--- config.mk ---
export PLATFORM = sky130hd
export DESIGN_NAME = settings_bus_fifo
export DESIGN_NICKNAME = d
export VERILOG_FILES = /design/src/rtl/settings_bus_fifo_pkg.sv /design/src/rtl/sb_fifo.sv /design/src/rtl/settings_bus_fifo.sv
export SDC_FILE = /design/constraint.sdc
export NUM_CORES = 1
export LEC_CHECK = 0
export BUFFER_PORTS_ARGS = -buffer_cell sky130_fd_sc_hd__buf_2
export CAP_MARGIN = 30
export CORE_AREA = 2 2 156 158
export CTS_CLUSTER_DIAMETER = 40
export DETAILED_ROUTE_END_ITERATION = 16
export DIE_AREA = 0 0 158 160
export SETUP_SLACK_MARGIN = 0.05
export SLEW_MARGIN = 40
export SYNTH_ARGS = -nofsm -noshare
export SYNTH_HDL_FRONTEND = slang
export SYNTH_SLANG_ARGS = --single-unit
export TNS_END_PERCENT = 20
--- constraint.sdc ---
create_clock -name wb_clk -period 2.59 [get_ports wb_clk]
set_input_delay 0.1295 -clock wb_clk [delete_from_list [all_inputs] [get_ports wb_clk]]
set_output_delay 0.1295 -clock wb_clk [all_outputs]
set_load 0.05 [all_outputs]
--- src/rtl/settings_bus_fifo_pkg.sv ---
// Shared settings-bus definitions: bus data width and the half-select encoding
// used to place 16-bit Wishbone writes into the 32-bit assembly word.
package settings_bus_fifo_pkg;

  localparam int unsigned SB_DATA_W = 32;
  localparam int unsigned SB_HALF_W = SB_DATA_W / 2;

  localparam logic HALF_LO = 1'b0;
  localparam logic HALF_HI = 1'b1;

  // adr[1] picks the half; BIG_ENDIAN swaps which half is written first.
  function automatic logic half_sel(input logic adr1, input logic big_endian);
    return (adr1 ^ big_endian) ? HALF_HI : HALF_LO;
  endfunction

endpackage

--- src/rtl/sb_fifo.sv ---
// Small synchronous FIFO with registered occupancy; output reads as zero when empty.
module sb_fifo #(
  parameter int unsigned WIDTH = 40,
  parameter int unsigned AW    = 2
) (
  input  logic             i_clk,
  input  logic             i_rst,
  input  logic             i_push,
  input  logic [WIDTH-1:0] i_din,
  input  logic             i_pop,
  output logic [WIDTH-1:0] o_dout,
  output logic             o_full,
  output logic             o_empty,
  output logic [AW:0]      o_level
);

  localparam int unsigned DEPTH = 1 << AW;

  logic [WIDTH-1:0] r_mem [DEPTH];
  logic [AW-1:0]    r_wptr;
  logic [AW-1:0]    r_rptr;
  logic [AW:0]      r_level;
  logic             w_push;
  logic             w_pop;

  assign o_full  = (r_level == (AW+1)'(DEPTH));
  assign o_empty = (r_level == '0);
  assign o_level = r_level;
  assign w_push  = i_push & ~o_full;
  assign w_pop   = i_pop & ~o_empty;

  always_ff @(posedge i_clk or posedge i_rst) begin
    if (i_rst) begin
      r_wptr  <= '0;
      r_rptr  <= '0;
      r_level <= '0;
    end else begin
      if (w_push) r_wptr <= r_wptr + 1'b1;
      if (w_pop)  r_rptr <= r_rptr + 1'b1;
      case ({w_push, w_pop})
        2'b10:   r_level <= r_level + 1'b1;
        2'b01:   r_level <= r_level - 1'b1;
        default: r_level <= r_level;
      endcase
    end
  end

  // Storage needs no reset: it is only observable through a non-zero level.
  always_ff @(posedge i_clk) begin
    if (w_push) r_mem[r_wptr] <= i_din;
  end

  assign o_dout = o_empty ? '0 : r_mem[r_rptr];

endmodule

--- src/rtl/settings_bus_fifo.sv ---
// Wishbone slave to settings-bus bridge: assembles 16/32-bit writes into 32-bit
// settings words, queues committed writes, and stalls ack while the queue is full.
module settings_bus_fifo
  import settings_bus_fifo_pkg::*;
#(
  parameter int unsigned AWIDTH     = 16,
  parameter int unsigned DWIDTH     = 16,
  parameter int unsigned RWIDTH     = 8,
  parameter bit          BIG_ENDIAN = 1'b0,
  parameter int unsigned FIFO_AW    = 2
) (
  input  logic               wb_clk,
  input  logic               wb_rst,
  input  logic [AWIDTH-1:0]  wb_adr_i,
  input  logic [DWIDTH-1:0]  wb_dat_i,
  output logic [DWIDTH-1:0]  wb_dat_o,
  input  logic               wb_stb_i,
  input  logic               wb_we_i,
  output logic               wb_ack_o,
  output logic               set_stb,
  output logic [RWIDTH-1:0]  set_addr,
  output logic [31:0]        set_data,
  input  logic               set_rdy,
  output logic [FIFO_AW:0]   fifo_level
);

  logic [SB_DATA_W-1:0]        r_asm;
  logic                        r_pending;
  logic                        r_ack;
  logic [DWIDTH-1:0]           r_dat_o;

  logic [SB_DATA_W-1:0]        w_din;
  logic [SB_DATA_W-1:0]        w_word;
  logic [DWIDTH-1:0]           w_rdata;
  logic                        w_half;
  logic                        w_commit;
  logic                        w_full;
  logic                        w_empty;
  logic                        w_ack_next;
  logic                        w_push;
  logic                        w_pop;
  logic [RWIDTH+SB_DATA_W-1:0] w_head;
  logic                        w_unused;

  assign w_din  = SB_DATA_W'(wb_dat_i);
  assign w_half = half_sel(wb_adr_i[1], BIG_ENDIAN);

  // The word pushed on a commit includes the half arriving in the same cycle.
  always_comb begin
    w_commit = wb_we_i;
    w_word   = w_din;
    w_rdata  = DWIDTH'(r_asm);
    if (DWIDTH != SB_DATA_W) begin
      w_commit = wb_we_i & wb_adr_i[1];
      w_word   = (w_half == HALF_LO)
               ? {r_asm[SB_DATA_W-1:SB_HALF_W], w_din[SB_HALF_W-1:0]}
               : {w_din[SB_HALF_W-1:0], r_asm[SB_HALF_W-1:0]};
      w_rdata  = DWIDTH'((w_half == HALF_LO) ? r_asm[SB_HALF_W-1:0]
                                             : r_asm[SB_DATA_W-1:SB_HALF_W]);
    end
  end

  // Full is the registered level: a same-cycle pop does not admit a push.
  assign w_ack_next = wb_stb_i & ~r_ack & ~(w_commit & w_full);
  assign w_push     = w_ack_next & w_commit;
  assign w_pop      = ~w_empty & set_rdy;

  always_ff @(posedge wb_clk or posedge wb_rst) begin
    if (wb_rst) begin
      r_ack     <= 1'b0;
      r_asm     <= '0;
      r_pending <= 1'b0;
      r_dat_o   <= '0;
    end else begin
      r_ack <= w_ack_next;
      if (w_ack_next) begin
        if (wb_we_i) begin
          r_asm     <= w_word;
          r_pending <= ~w_commit;
        end else begin
          r_dat_o   <= w_rdata;
        end
      end
    end
  end

  sb_fifo #(
    .WIDTH (RWIDTH + SB_DATA_W),
    .AW    (FIFO_AW)
  ) u_fifo (
    .i_clk   (wb_clk),
    .i_rst   (wb_rst),
    .i_push  (w_push),
    .i_din   ({wb_adr_i[RWIDTH+1:2], w_word}),
    .i_pop   (w_pop),
    .o_dout  (w_head),
    .o_full  (w_full),
    .o_empty (w_empty),
    .o_level (fifo_level)
  );

  assign wb_ack_o = r_ack;
  assign wb_dat_o = r_dat_o;
  assign set_stb  = ~w_empty;
  assign set_addr = w_head[RWIDTH+SB_DATA_W-1:SB_DATA_W];
  assign set_data = w_head[SB_DATA_W-1:0];

  // Address bits outside the register field and the pending flag have no consumer here.
  assign w_unused = &{1'b0, wb_adr_i, r_pending};

endmodule

Word-level counts from Yosys, hierarchy flattened
Memory sizes are Yosys's and may differ from the RTL's.
Index checks and enable logic that the tools add are counted.
- add/sub/neg operators: 4
- multiply operators: 0
- divide/modulo/power cells: 0
- $lt $le $gt $ge: 0
- equality and inequality tests: 3
- shift operators: 0
- multiplexer cells: 7
- bitwise operators: 13
- reductions and logical operators: 4
- operators by type and width (cell ; count):
    $mux 40 ; 1
    $mux 32 ; 1
    $mux 16 ; 1
    $and 1x1->1 ; 8
    $pmux 3 s2 ; 1
    $not 1->1 ; 5
    $add 2x1->2 const B ; 2
    $reduce_and 2->1 ; 2
    $add 3x1->3 const B ; 1
    $eq 3x3->1 const B ; 1
    $logic_not 3->1 ; 1
    $mux 1 ; 3
    $sub 3x1->3 const B ; 1
    $eq 2x1->1 const B ; 1
    $eq 2x2->1 const B ; 1
    $reduce_bool 2->1 ; 1
- flip-flop bits (word level): 56
- latch bits: 0
- bits in writable memories: 160
- ROM bits: 0
- input bits: 37
- output and inout bits: 61
- logic and storage cells: 38
- memories kept: 1
- memory list (name ; words ; bits a word ; read ports ; clocked after memory_dff ; wr ports ; RTL line ; text):
    u_fifo.r_mem ; 4 ; 40 ; 1 ; 0 ; 1 ; sb_fifo.sv:19 ; logic [WIDTH-1:0] r_mem [DEPTH];

Longest topological paths before layout
- word-level depth: 8
- gate-level depth with buffers: 10
- gate-level depth less buffers: 9

Hierarchy
A second synthesis with hierarchy kept.
- cell total of the unflattened synthesis: 478
- area total of the unflattened synthesis: 9052.4 um^2
- modules (own cells, without submodules) (module ; times used ; cells each ; area each (um^2) ; seq. area each (um^2)):
    sb_fifo ; 1 ; 294 ; 6518.8 ; 4979.8
    settings_bus_fifo ; 1 ; 184 ; 2533.7 ; 1226.2

Worst setup path before layout
Ideal clock, no wire load.
- kind: reg2reg
- start point: register u_fifo.r_level[0], in the netlist u_fifo.o_level[0]
- end point: memory u_fifo.r_mem[2][0] (enable)
- setup time: 0.401 ns
- arrival time: 2.208 ns
- data required time: 2.189 ns
- setup slack: -0.019 ns
- stages on the path, launching flop included: 4
- path buffers: 0
- period minus slack after synthesis: 2.609 ns
- cell sequence: dfrtp_1 nor2_2 a211oi_4 and2_1
- cells in the longest elaborated chain, start to end: 8
- elaborated cells between the ends (all ways): 9
- classes of those cells: 1 x eq/ne; 2 x mux; 6 x bitwise
- ends and longest elaborated chain (element ; RTL line ; text):
    start, declared ; sb_fifo.sv:22 ; logic [AW:0] r_level;
    start signal, assigned ; sb_fifo.sv:41 ; 2'b10: r_level <= r_level + 1'b1;
    start signal, assigned ; sb_fifo.sv:42 ; 2'b01: r_level <= r_level - 1'b1;
    start signal, assigned ; sb_fifo.sv:43 ; default: r_level <= r_level;
    $eq 3x3->1 * ; sb_fifo.sv:26 ; assign o_full = (r_level == (AW+1)'(DEPTH));
    $and 1x1->1 ; settings_bus_fifo.sv:64 ; assign w_ack_next = wb_stb_i & ~r_ack & ~(w_commit & w_full);
    $not 1->1 ; settings_bus_fifo.sv:64 ;
    $and 1x1->1 ; settings_bus_fifo.sv:64 ;
    $and 1x1->1 ; settings_bus_fifo.sv:65 ; assign w_push = w_ack_next & w_commit;
    $and 1x1->1 * ; sb_fifo.sv:29 ; assign w_push = i_push & ~o_full;
    $mux 1 * ; sb_fifo.sv:50 ; if (w_push) r_mem[r_wptr] <= i_din;
    $mux 1 (implied by the code) * ; sb_fifo.sv:50 ;
    end, declared ; sb_fifo.sv:19 ;
Mark *: on every way between the ends. The rest lies on a longest branch, timed or not.

Final worst setup path
- start point: register u_fifo.r_rptr[0]
- end point: output set_data[12]
- cells in the longest elaborated chain, start to end: 2
- ends and longest elaborated chain (element ; RTL line ; text):
    start, declared ; sb_fifo.sv:21 ; logic [AW-1:0] r_rptr;
    start signal, assigned ; sb_fifo.sv:39 ; if (w_pop) r_rptr <= r_rptr + 1'b1;
    $mem_v2 4x40 ; - ;
    $mux 40 ; sb_fifo.sv:53 ; assign o_dout = o_empty ? '0 : r_mem[r_rptr];
    end, declared ; settings_bus_fifo.sv:22 ; output logic [31:0] set_data,
No other way between the ends.

==> results.json <==
{
  "maxCapViolations": 0,
  "finClkSkew_ns": 0.0105,
  "path_max_fanout": 12,
  "synth_top_area_share_pct": 54.1,
  "reg2reg_slack_ns": 0.52,
  "power.total_mw": 13.7,
  "power_density_mw_per_mm2": 1240,
  "clk_pin_slew_ns": 0.06,
  "synthSimpleGateAreaFrac_pct": 4.60,
  "syn-num-nets": 515,
  "grt_pass1_wl_um": 28600,
  "synth_adder_area_share_pct": 0.930,
  "cp.required_ns": 2.46,
  "grt_max_degree": 50,
  "async_reset_ff_share_pct": 25.9,
  "hold_class": "input port to flip-flop",
  "clockBufferDepth": 3,
  "rsz0062_at_grt": "false",
  "grt_pass1_vias": 5054,
  "chipHeight_um": 160,
  "final_layout_size_suffix_gt1_share_pct": 40.6,
  "end_kind": "output pin",
  "synthTopCellsByArea": "edfxtp_1, dfrtp_1, mux4_2",
  "start_util_pct": 37.3,
  "worst_setup_path_start_kind": "flip-flop",
  "muxShareOfSynthArea_pct": 20.3,
  "criticalPathCategory": "flip-flop to output pin",
  "vias": 4602,
  "synth-seq-cells": 216,
  "fill_cells": 2105,
  "clkLatencyLatePin_ns": 0.53,
  "cts-buffers-inserted": 29,
  "outcome": "completed",
  "nets": 655,
  "synthToLayoutAreaGrowth_pct": 24.8,
  "fin_crit_sh_pct": 93.2,
  "synth_top_family_by_area": "multiplexers",
  "drt_wl_total_um": 18100,
  "wire_per_inst_um": 18.9,
  "drc": 0,
  "ant_nets": 0,
  "ys.flop_type": "edfxtp_1",
  "worstPathArrival_ns": 2.29,
  "cts_sinks": 216,
  "tightest_slew_ns": 0.816,
  "p_leak_nw": 4.09,
  "synthDistinctLibCells": 28,
  "grt_util_all_layers_pct": 14.7,
  "fmax_mhz": 414,
  "dpl.hpwl_um": 11400,
  "coreArea_mm2": 0.0238,
  "setup_viol": 0,
  "root_buffer": "clkbuf_16",
  "synth_largest_area_cell": "edfxtp_1",
  "synth_xor_area_share_pct": 0.592,
  "cts_max_level": 1,
  "die_width_um": 158,
  "synth_area_mm2": 0.00888,
  "gp_congestion": 0.689,
  "ir_drop_mv": 0.749,
  "post-route-util_pct": 46.5,
  "antenna_found_initial": 0,
  "yosysSeqAreaShare_pct": 69.9,
  "drv_slew": 0,
  "synth_edf_count": 160,
  "rows": 57,
  "synthCells": 472,
  "ios": 98,
  "io_buffers": 90,
  "overflow": 0,
  "yosysWarnings": 0,
  "vias_per_cell": 4.80,
  "dr.pass1.iters": 4,
  "dieArea_mm2": 0.0253,
  "drt-initial-drc-count": 186,
  "avgSynthCellArea_um2": 18.8,
  "max_slew_margin_pct": 45.6,
  "antenna-diode-count": 0,
  "synth-compound-area-share_pct": 1.47,
  "period_needed_ns": 2.41,
  "hold_viol_final": 0,
  "cts_tree": "yes"
}
==> path summary, 6_finish.rpt <==
kind	start	end	depth (start not counted)
max	u_fifo.r_rptr[0]$_DFFE_PP0P_	set_data[12]	4
min	wb_adr_i[1]	u_fifo.r_wptr[0]$_DFFE_PP0P_	4
max reg2reg	u_fifo.o_level[2]$_DFFE_PP0P_	u_fifo.o_level[2]$_DFFE_PP0P_	8
min reg2reg	r_asm[2]$_DFFE_PP0P_	r_asm[2]$_DFFE_PP0P_	1
max in group asynchronous	wb_rst	r_asm[17]$_DFFE_PP0P_	4
min in group asynchronous	wb_rst	r_asm[7]$_DFFE_PP0P_	3
==> critical path: stages (launching register included) <==
cell and delay (ns):
dfrtp_4 0.59, buf_4 0.28, mux4_2 0.51, and2_1 0.17, buf_2 0.21
==> cells by family (layout without fill, tap and decap cells) <==
kind of cell,Yosys count,after routing
mux,122,122
compound gates,19,19
xor+xnor,6,6
fa+ha+maj,6,6
simple gates,69,69
buf+inv,34,197
flops,216,216
==> state kept, by name, indices dropped and copies added (netlist names) <==
register,cells
wb_ack_o,1
r_asm,32
u_fifo.r_rptr,2
u_fifo.o_level,3
u_fifo.r_mem,160
u_fifo.r_wptr,2
wb_dat_o,16
==> Yosys cell counts, types with 6 or more instances <==
library cell,count
nor2_1,17
inv_1,8
buf_2,11
dfrtp_1,56
mux4_2,40
edfxtp_1,160
mux2_2,48
mux2_1,17
buf_4,6
and2_1,45
mux2i_1,17
a21oi_1,16
==> metal layers <==
layer  track usage [%]  up-vias  wire length, um
li1                  -     2099                -
met1              19.0     2372             7630
met2              26.0      107             9440
met3              2.23       24              821
met4              3.48        0              223
met5                 0        -                0
==> metrics by stage <==
stage               area [um2]  std cells  setup WS [ns]  hold WS [ns]  setup TNS (ns)
detailed placement        9780        876          0.518         0.155               0
global placement          9780        876          0.527         0.159               0
global route             11100        959         0.0623        0.0891               0
finish                   11100        959          0.175         0.104               0
CTS                      11100        959          0.120        0.0857               0
floorplan                 8880        472        -0.0190         0.228           -2.28
==> power by group <==
part	internal (mW)	switching [mW]	leakage (nW)
Clock	2.57	1.46	0.494
Combinational	1.70	3.27	1.50
Sequential	4.32	0.392	2.10
==> what timing repair did <==
item / CTS / global route
resized for setup: 0 / 0
endpoints found under the hold margin: 137 / 0
endpoints found under the setup margin: 24 / 0
setup buffers: 1 / 0
hold buffers: 28 / 0
==> layout make-up <==
type	instances	area [um2]	area share [%]
sequential	216	6210	56.1
timing repair buffer	135	941	8.49
clock inverter	22	267	2.41
tap	324	405	3.66
multi-input combinational	222	2490	22.4
clock buffer	32	737	6.65
inverter	8	30.0	0.271
==> layout by cell type, fill, tap and decap left out, types with 3 or more instances in the layout <==
cell,count
a21oi_1,16
and2_1,41
and2_2,4
buf_12,6
buf_2,90
buf_4,10
bufinv_16,5
clkbuf_1,3
clkbuf_16,29
clkinv_2,7
clkinv_4,6
dfrtp_1,54
dlygate4sd3_1,28
edfxtp_1,160
ha_1,5
inv_1,7
mux2_1,17
mux2_2,48
mux2i_1,17
mux4_2,40
nor2_1,17
xnor2_1,3
xor2_1,3
No activity file was read; power rests on OpenSTA's default activity.
